==> config.mk <==
export PLATFORM = sky130hd
export DESIGN_NAME = instr_seq_ctrl
export DESIGN_NICKNAME = d
export VERILOG_FILES = /design/src/rtl/instr_seq_ctrl.sv
export SDC_FILE = /design/constraint.sdc
export NUM_CORES = 1
export LEC_CHECK = 0
export ABC_AREA = 1
export ABC_CLOCK_PERIOD_IN_PS = 1400
export CAP_MARGIN = 20
export CORE_AREA = 2 2 39 41
export DETAILED_ROUTE_END_ITERATION = 10
export DIE_AREA = 0 0 41 43
export GPL_TIMING_DRIVEN = 0
export HOLD_SLACK_MARGIN = 0.02
export PLACE_DENSITY = 0.66
export SKIP_CTS_REPAIR_TIMING = 1
export SLEW_MARGIN = 20
export SYNTH_ARGS = -nofsm -noshare
export SYNTH_HDL_FRONTEND = slang
export SYNTH_SLANG_ARGS = --single-unit
==> constraint.sdc <==
create_clock -name clk -period 1.4 [get_ports clk]
set_input_delay 0.14 -clock clk [delete_from_list [all_inputs] [get_ports clk]]
set_output_delay 0.14 -clock clk [all_outputs]
set_load 0.01 [all_outputs]
==> src/rtl/instr_seq_ctrl.sv <==
// Multicycle fetch/decode/execute/memory/writeback control FSM for the 16-bit, 3-bit-opcode core.
// Optional: define SEQ_PERF_CNT_EN to add saturating retired_cnt / stall_cnt performance counters.
module instr_seq_ctrl #(
    parameter int PERF_W = 32
) (
    input  logic              clk,
    input  logic              rst,
    input  logic              run,
    input  logic [2:0]        opcode,
    input  logic              eq_flag,
    input  logic              imem_ready,
    input  logic              dmem_ready,
    output logic              imem_req,
    output logic              ir_load,
    output logic              pc_inc,
    output logic              pc_load,
    output logic              reg_we,
    output logic [1:0]        wb_sel,
    output logic [1:0]        alu_op,
    output logic              flag_we,
    output logic              mem_req,
    output logic              mem_we,
`ifdef SEQ_PERF_CNT_EN
    output logic [PERF_W-1:0] retired_cnt,
    output logic [PERF_W-1:0] stall_cnt,
`endif
    output logic              busy
);

    typedef enum logic [2:0] {
        IDLE   = 3'd0,
        FETCH  = 3'd1,
        DECODE = 3'd2,
        EXEC   = 3'd3,
        MEM    = 3'd4,
        WB     = 3'd5
    } state_t;

    typedef enum logic [2:0] {
        OP_SET   = 3'b000,
        OP_LDPX  = 3'b001,
        OP_MODEX = 3'b010,
        OP_STPX  = 3'b011,
        OP_CMPEQ = 3'b100,
        OP_JEQ   = 3'b101,
        OP_J     = 3'b110,
        OP_ADD   = 3'b111
    } op_t;

    localparam logic [1:0] WB_ALU = 2'b00, WB_IMM = 2'b01, WB_MEM = 2'b10;
    localparam logic [1:0] ALU_ADD = 2'b00, ALU_MOD = 2'b01, ALU_CMP = 2'b10;

    if (PERF_W < 1) begin : g_perf_w_check
        $error("PERF_W must be at least 1");
    end

    state_t state, next_state, instr_end;
    op_t    op_q;

    // run is only consulted here, at the boundary between instructions.
    assign instr_end = run ? FETCH : IDLE;

    always_ff @(posedge clk) begin
        // NOTE: state uses non-blocking assignments and a synchronous reset sampled on the clock edge.
        if (rst) begin
            state <= IDLE;
            op_q  <= OP_SET;
        end else begin
            state <= next_state;
            if (state == DECODE)
                op_q <= op_t'(opcode);
        end
    end

    always_comb begin
        // NOTE: every output and next_state get a default first so no path through the case infers a latch.
        next_state = state;
        imem_req   = 1'b0;
        ir_load    = 1'b0;
        pc_inc     = 1'b0;
        pc_load    = 1'b0;
        reg_we     = 1'b0;
        wb_sel     = WB_ALU;
        alu_op     = ALU_ADD;
        flag_we    = 1'b0;
        mem_req    = 1'b0;
        mem_we     = 1'b0;
        busy       = (state != IDLE);

        case (state)
            IDLE: if (run) next_state = FETCH;
            FETCH: begin
                imem_req = 1'b1;
                if (imem_ready) begin
                    ir_load    = 1'b1;
                    next_state = DECODE;
                end
            end
            DECODE: next_state = EXEC;
            EXEC: begin
                next_state = instr_end;
                unique case (op_q)
                    OP_SET:   begin reg_we = 1'b1; wb_sel = WB_IMM; pc_inc = 1'b1; end
                    OP_ADD:   begin reg_we = 1'b1; alu_op = ALU_ADD; pc_inc = 1'b1; end
                    OP_MODEX: begin reg_we = 1'b1; alu_op = ALU_MOD; pc_inc = 1'b1; end
                    OP_CMPEQ: begin flag_we = 1'b1; alu_op = ALU_CMP; pc_inc = 1'b1; end
                    OP_J:     pc_load = 1'b1;
                    OP_JEQ:   begin pc_load = eq_flag; pc_inc = !eq_flag; end
                    OP_LDPX, OP_STPX: next_state = MEM;
                endcase
            end
            MEM: begin
                mem_req = 1'b1;
                mem_we  = (op_q == OP_STPX);
                if (dmem_ready) begin
                    if (op_q == OP_STPX) begin
                        pc_inc     = 1'b1;
                        next_state = instr_end;
                    end else begin
                        next_state = WB;
                    end
                end
            end
            WB: begin
                reg_we     = 1'b1;
                wb_sel     = WB_MEM;
                pc_inc     = 1'b1;
                next_state = instr_end;
            end
            default: next_state = IDLE;
        endcase

        // A reset cycle must never commit architectural state, even if a ready arrives with it.
        if (rst) begin
            ir_load = 1'b0;
            pc_inc  = 1'b0;
            pc_load = 1'b0;
            reg_we  = 1'b0;
            flag_we = 1'b0;
        end
    end

`ifdef SEQ_PERF_CNT_EN
    always_ff @(posedge clk) begin
        if (rst) begin
            retired_cnt <= '0;
            stall_cnt   <= '0;
        end else begin
            if ((pc_inc || pc_load) && retired_cnt != '1)
                retired_cnt <= retired_cnt + 1'b1;
            if (((state == FETCH && !imem_ready) || (state == MEM && !dmem_ready)) && stall_cnt != '1)
                stall_cnt <= stall_cnt + 1'b1;
        end
    end
`endif

endmodule

* After elaboration in Yosys (flattened, before gate mapping) *
Index checks and enable logic that the tools add are counted.

storage, ports and cells
  memories = 0
  memory bits (writable) = 0
  logic and storage cells = 56
  output and inout port bits = 13
  input bits = 9
  flip-flop bits (word level) = 6
  bits in read-only memories = 0
  bits in latches = 0

cells by class
  order comparisons = 0
  reductions and logical operators = 8
  div/mod/pow operators = 0
  equal/unequal tests = 15
  muxes and demuxes = 31
  bitwise gates (word level) = 0
  add/subtract/negate cells = 0
  multiply operators = 0
  shift operators = 0

operators with widths
  cell                                                                    count
  3-bit equality test (second input constant)                             6
  1-bit 2-to-1 mux                                                        18
  3-bit one-hot mux with 6 select lines                                   1
  3-bit 2-to-1 mux                                                        5
  3-bit by 2-bit equality test with 1-bit output (second input constant)  4
  2-bit one-hot mux with 2 select lines                                   2
  3-bit by 1-bit equality test with 1-bit output (second input constant)  2
  3-bit logical NOT                                                       2
  2-bit inequality test (second input constant)                           3
  1-bit one-hot mux with 2 select lines                                   3
  4-bit OR reduction                                                      1
  1-bit one-hot mux with 3 select lines                                   1
  3-bit AND reduction                                                     1
  3-bit nonzero test                                                      1
  3-bit OR reduction                                                      1
  2-bit 2-to-1 mux                                                        1
  2-bit OR reduction                                                      1
  1-bit logical NOT                                                       1

* Longest topological paths before layout *
  depth after elaboration = 5
  gate-level depth with buffers = 8
  mapped depth without buffers = 8

* Worst setup path after synthesis *
OpenSTA, ideal clock, no wires.

  path type = reg-to-output
  from = register state[1]
  to = output pc_inc
  required time = 1260 ps
  arrival time = 1119 ps
  setup slack = 141 ps
  cell stages (with the launch flop) = 6
  path buffers = 0
  cell sequence = dfxtp_1 > inv_2 > nand3_1 > nor3_1 > a21oi_1 > nor2_1

on the way
  longest elaborated chain between the ends = 3
  elaborated cells on any way between the ends = 5
  classes of those cells = eq/ne (3); mux (2)

RTL lines
  item                                                                                          line  RTL
  from (decl)                                                                                   57    state_t state, next_state, instr_end;
  from (signal assigned)                                                                        69    state <= next_state;
  3-bit equality test / 3-bit by 2-bit equality test with 1-bit output (equally long branches)  90    case (state)
  1-bit one-hot mux with 3 select lines (*)                                                     90
  1-bit 2-to-1 mux (*)                                                                          134   if (rst) begin
  to (decl)                                                                                     15    output logic pc_inc,

Every way passes the cells marked *; elsewhere a longest branch is shown, timed or not.

* Final worst setup path *
  from = register state[0]
  to = output pc_inc

Same word-level chain as after synthesis.

==> metrics.txt <==
# TYPE chip_impl_metric gauge
chip_impl_info{name="status",value="finished with violations"} 1
chip_impl_info{name="failing_checks",value="negative setup slack"} 1
chip_impl_metric{name="timing.max_slew.rel_slack",unit=""} 0.8404
chip_impl_metric{name="place.gp.congestion",unit=""} 0.7384
chip_impl_metric{name="grt_antenna_before_repair",unit=""} 0
chip_impl_metric{name="ctsHtreeMaxLevel",unit=""} 1
chip_impl_metric{name="viasPerCell",unit=""} 4.948
chip_impl_metric{name="final-setup-viol-count",unit=""} 1
chip_impl_metric{name="seq_area_frac_synth",unit=""} 0.2775
chip_impl_metric{name="share_of_the_clock_period_used_by_the_worst_path_after_layout",unit=""} 1.078
chip_impl_info{name="synth_most_common_cell",value="nand2_1"} 1
chip_impl_metric{name="maxCapViolations",unit=""} 0
chip_impl_info{name="cts_tree",value="built"} 1
chip_impl_metric{name="hold_depth",unit=""} 3
chip_impl_metric{name="mappedNetlistNets",unit=""} 85
chip_impl_metric{name="finish.cell_count_without_fillers",unit=""} 116
chip_impl_metric{name="critical_path.max_fanout",unit=""} 6
chip_impl_metric{name="reg2reg_slack",unit="ns"} 0.29
chip_impl_metric{name="drt-wirelength-per-cell",unit="µm"} 10.51
chip_impl_metric{name="syn_to_final_growth",unit="%"} 70.52
chip_impl_metric{name="largest_net_degree_at_the_start_of_global_routing",unit=""} 11
chip_impl_metric{name="global_routing_met1_resource_utilization",unit=""} 0.1968
chip_impl_info{name="grt_busiest_layer",value="met2"} 1
chip_impl_info{name="synth_ff_type",value="dfxtp_1"} 1
chip_impl_metric{name="synth_edf_count",unit=""} 0
chip_impl_metric{name="syn_area",unit="µm²"} 432.9
chip_impl_metric{name="worst_ep_arrival_time",unit="ns"} 1.37
chip_impl_metric{name="firstDrtPassIters",unit=""} 4
chip_impl_metric{name="gr-usage-all-layers",unit=""} 0.1538
chip_impl_metric{name="clock.fmax",unit="MHz"} 662.7
chip_impl_info{name="min_to",value="op_q[2]$_SDFFE_PP0P_"} 1
chip_impl_info{name="critical_path_class",value="flop to output port"} 1
chip_impl_metric{name="synthesis.instances",unit=""} 76
chip_impl_metric{name="floorplan.die_area",unit="mm²"} 0.001763
chip_impl_metric{name="floorplan.initialDensity",unit=""} 0.3128
chip_impl_metric{name="num_vias",unit=""} 574
chip_impl_info{name="synthTopCellsByArea",value="dfxtp_1 (28%), nand2_1 (16%), nor2_1 (12%), inv_1 (7.8%), nand3_1 (5.8%)"} 1
chip_impl_metric{name="floorplan.core_area",unit="mm²"} 0.001384
chip_impl_metric{name="place_hpwl",unit="µm"} 856.4
chip_impl_metric{name="placedInstanceArea",unit="µm²"} 663.1
chip_impl_metric{name="report.final.hold_viol_count",unit=""} 0
chip_impl_metric{name="final.hold.worst_slack",unit="ns"} 0.4829
chip_impl_metric{name="cts_buffer_depth",unit=""} 2
chip_impl_metric{name="critical-path-max-stage-delay",unit="ns"} 0.38
chip_impl_metric{name="port_buffers",unit=""} 21
chip_impl_info{name="slowest_stage",value="dfxtp_4"} 1
chip_impl_metric{name="netlist-cell-type-count",unit=""} 17
chip_impl_metric{name="die_width",unit="µm"} 41
chip_impl_metric{name="grt_overflow",unit=""} 0
chip_impl_metric{name="synth.top_cell.area_share",unit=""} 0.2775
chip_impl_metric{name="synthArstFlopShare",unit=""} 0
chip_impl_metric{name="clkSlewWorstSetupHoldPaths",unit="ns"} 0.04
chip_impl_metric{name="grt_pass1_vias",unit=""} 447
chip_impl_metric{name="finish.instance_area",unit="µm²"} 738.2
chip_impl_info{name="min_delay_startpoint",value="opcode[2]"} 1
chip_impl_metric{name="global_route_wire_length_before_repair",unit="µm"} 1835
chip_impl_metric{name="num_antenna_cells",unit=""} 0
chip_impl_metric{name="min_tclk_post_route",unit="ns"} 1.509
chip_impl_info{name="clock-root-buffer",value="clkbuf_4"} 1
chip_impl_metric{name="route.antenna.remaining_nets",unit=""} 0
chip_impl_metric{name="timing.clock.skew",unit="ns"} 0.001830
chip_impl_metric{name="dp_slack",unit="ns"} -0.4577
chip_impl_info{name="crit_path_end_kind",value="output port"} 1
chip_impl_info{name="worst_r2r_endpoint",value="state[2]$_SDFFE_PP0P_"} 1
chip_impl_metric{name="final_nets",unit=""} 111
chip_impl_metric{name="power.density",unit="mW/mm²"} 748.9
chip_impl_metric{name="numClockSinks",unit=""} 6
chip_impl_metric{name="syn-mean-instance-area",unit="µm²"} 5.696
chip_impl_metric{name="slew_viol_final",unit=""} 0
chip_impl_metric{name="peakVddDrop",unit="mV"} 0.3188
chip_impl_metric{name="routed_wirelength",unit="µm"} 1219
chip_impl_info{name="worst_r2r_startpoint",value="state[1]$_SDFFE_PP0P_"} 1
chip_impl_metric{name="count_of_pins_on_the_block_boundary",unit=""} 22
chip_impl_metric{name="ff2ff_path_depth",unit=""} 8
chip_impl_info{name="cp_cell_sequence",value="nand2_1 -> nor2_2 -> nand2_1 -> o21ai_0 -> a21oi_1 -> nor2_1 -> clkbuf_2"} 1
chip_impl_metric{name="ys.warnings.count",unit=""} 0
chip_impl_metric{name="cts_buffers",unit=""} 3
chip_impl_metric{name="sum_neg_setup_slack",unit="ns"} -0.1089
chip_impl_info{name="hold_path_class",value="input pin to flop"} 1
chip_impl_metric{name="p_total",unit="µW"} 552.8
chip_impl_info{name="rsz0062_at_grt",value="true"} 1
chip_impl_metric{name="num_rows",unit=""} 14
chip_impl_metric{name="final_core_utilization",unit=""} 0.5335
chip_impl_info{name="synth_common_cells",value="nand2_1 (19), nor2_1 (14), inv_1 (9)"} 1
chip_impl_metric{name="drt_drc_violations_left",unit=""} 0
chip_impl_info{name="crit_top_cell",value="nand2_1"} 1
chip_impl_metric{name="p_leak",unit="nW"} 0.4608
chip_impl_metric{name="ys_seq_elements",unit=""} 6
chip_impl_info{name="synth_top_area_cell",value="dfxtp_1"} 1
chip_impl_metric{name="layout-drive-gt1-share",unit=""} 0.2300
chip_impl_metric{name="drt_first_iter_violations",unit=""} 21
chip_impl_metric{name="worst-slew-pin-transition",unit="ns"} 0.2388
chip_impl_metric{name="dieHeight",unit="µm"} 43
chip_impl_metric{name="cp_data_required_time",unit="ns"} 1.26
chip_impl_metric{name="gr-usage-met2",unit=""} 0.2125
chip_impl_metric{name="clock_insertion_delay_worst_skew",unit="ns"} 0.25
chip_impl_metric{name="post_layout_worst_setup_margin",unit="ns"} -0.1089
chip_impl_info{name="worst_setup_path_start_kind",value="flop"} 1
chip_impl_metric{name="placed_cells",unit=""} 113
chip_impl_metric{name="use_met3",unit=""} 0.03141
-- worst max path at each step --
| stage | from | to | cells past startpoint |
|---|---|---|---|
| CTS | state[0]$_SDFFE_PP0P_ | pc_inc | 7 |
| finish | state[0]$_SDFFE_PP0P_ | pc_inc | 7 |
| detailed placement | rst | flag_we | 4 |
| global route | state[0]$_SDFFE_PP0P_ | pc_inc | 7 |
| global placement | rst | flag_we | 4 |
| floorplan | state[1]$_SDFFE_PP0P_ | pc_inc | 5 |
-- worst max-delay path, delay by kind of cell, from the launching register on --
family | cells | cell delay [ns]
compound gates | 2 | 0.23
simple gates | 4 | 0.39
flops | 1 | 0.38
buf+inv | 1 | 0.13
-- logic make-up after synthesis --
family,Yosys count,share of synthesized area
buffers and inverters,12,0.1040
and+or+nand+nor,47,0.4624
DFF,6,0.2775
AOI/OAI and AO/OA,11,0.1561
-- cell type report --
cell class	count	area [µm²]
plain buffers	1	5.005
clock buffers	3	22.52
fillers	157	645.6
inverters	11	41.29
multi-input cells	58	301.5
flip-flops and latches	6	127.6
well taps	16	20.02
repair buffers	21	220.2
-- sequential cells by signal, indices dropped and copies added, names as in the netlist --
signal,flops
state,3
op_q,3
-- routing by layer --
layer  part of all wire  wire length, µm
met1               0.44              533
met2               0.46              559
met3              0.064               78
met4              0.039               47
met5                  0                0
-- cells in the final DEF, fill, tap and decap left out --
cell / count
a211oi_1: 3
a21oi_1: 4
a21oi_2: 1
buf_2: 1
clkbuf_2: 3
clkbuf_4: 3
clkdlybuf4s50_1: 8
dfxtp_1: 2
dfxtp_2: 3
dfxtp_4: 1
dlymetal6s2s_1: 10
inv_1: 9
inv_2: 2
nand2_1: 19
nand2_2: 1
nand3_1: 3
nand3_2: 2
nand3b_1: 1
nor2_1: 11
nor2_2: 3
nor2_4: 1
nor3_1: 4
nor3_2: 1
nor4_2: 1
o21ai_0: 2
o22ai_1: 1
-- where the power goes --
group / internal [mW] / switching (mW)
registers: 0.191 / 0.0238
clock network: 0.0972 / 0.0657
logic: 0.0807 / 0.0948
Power figures use the tool's default switching activity.
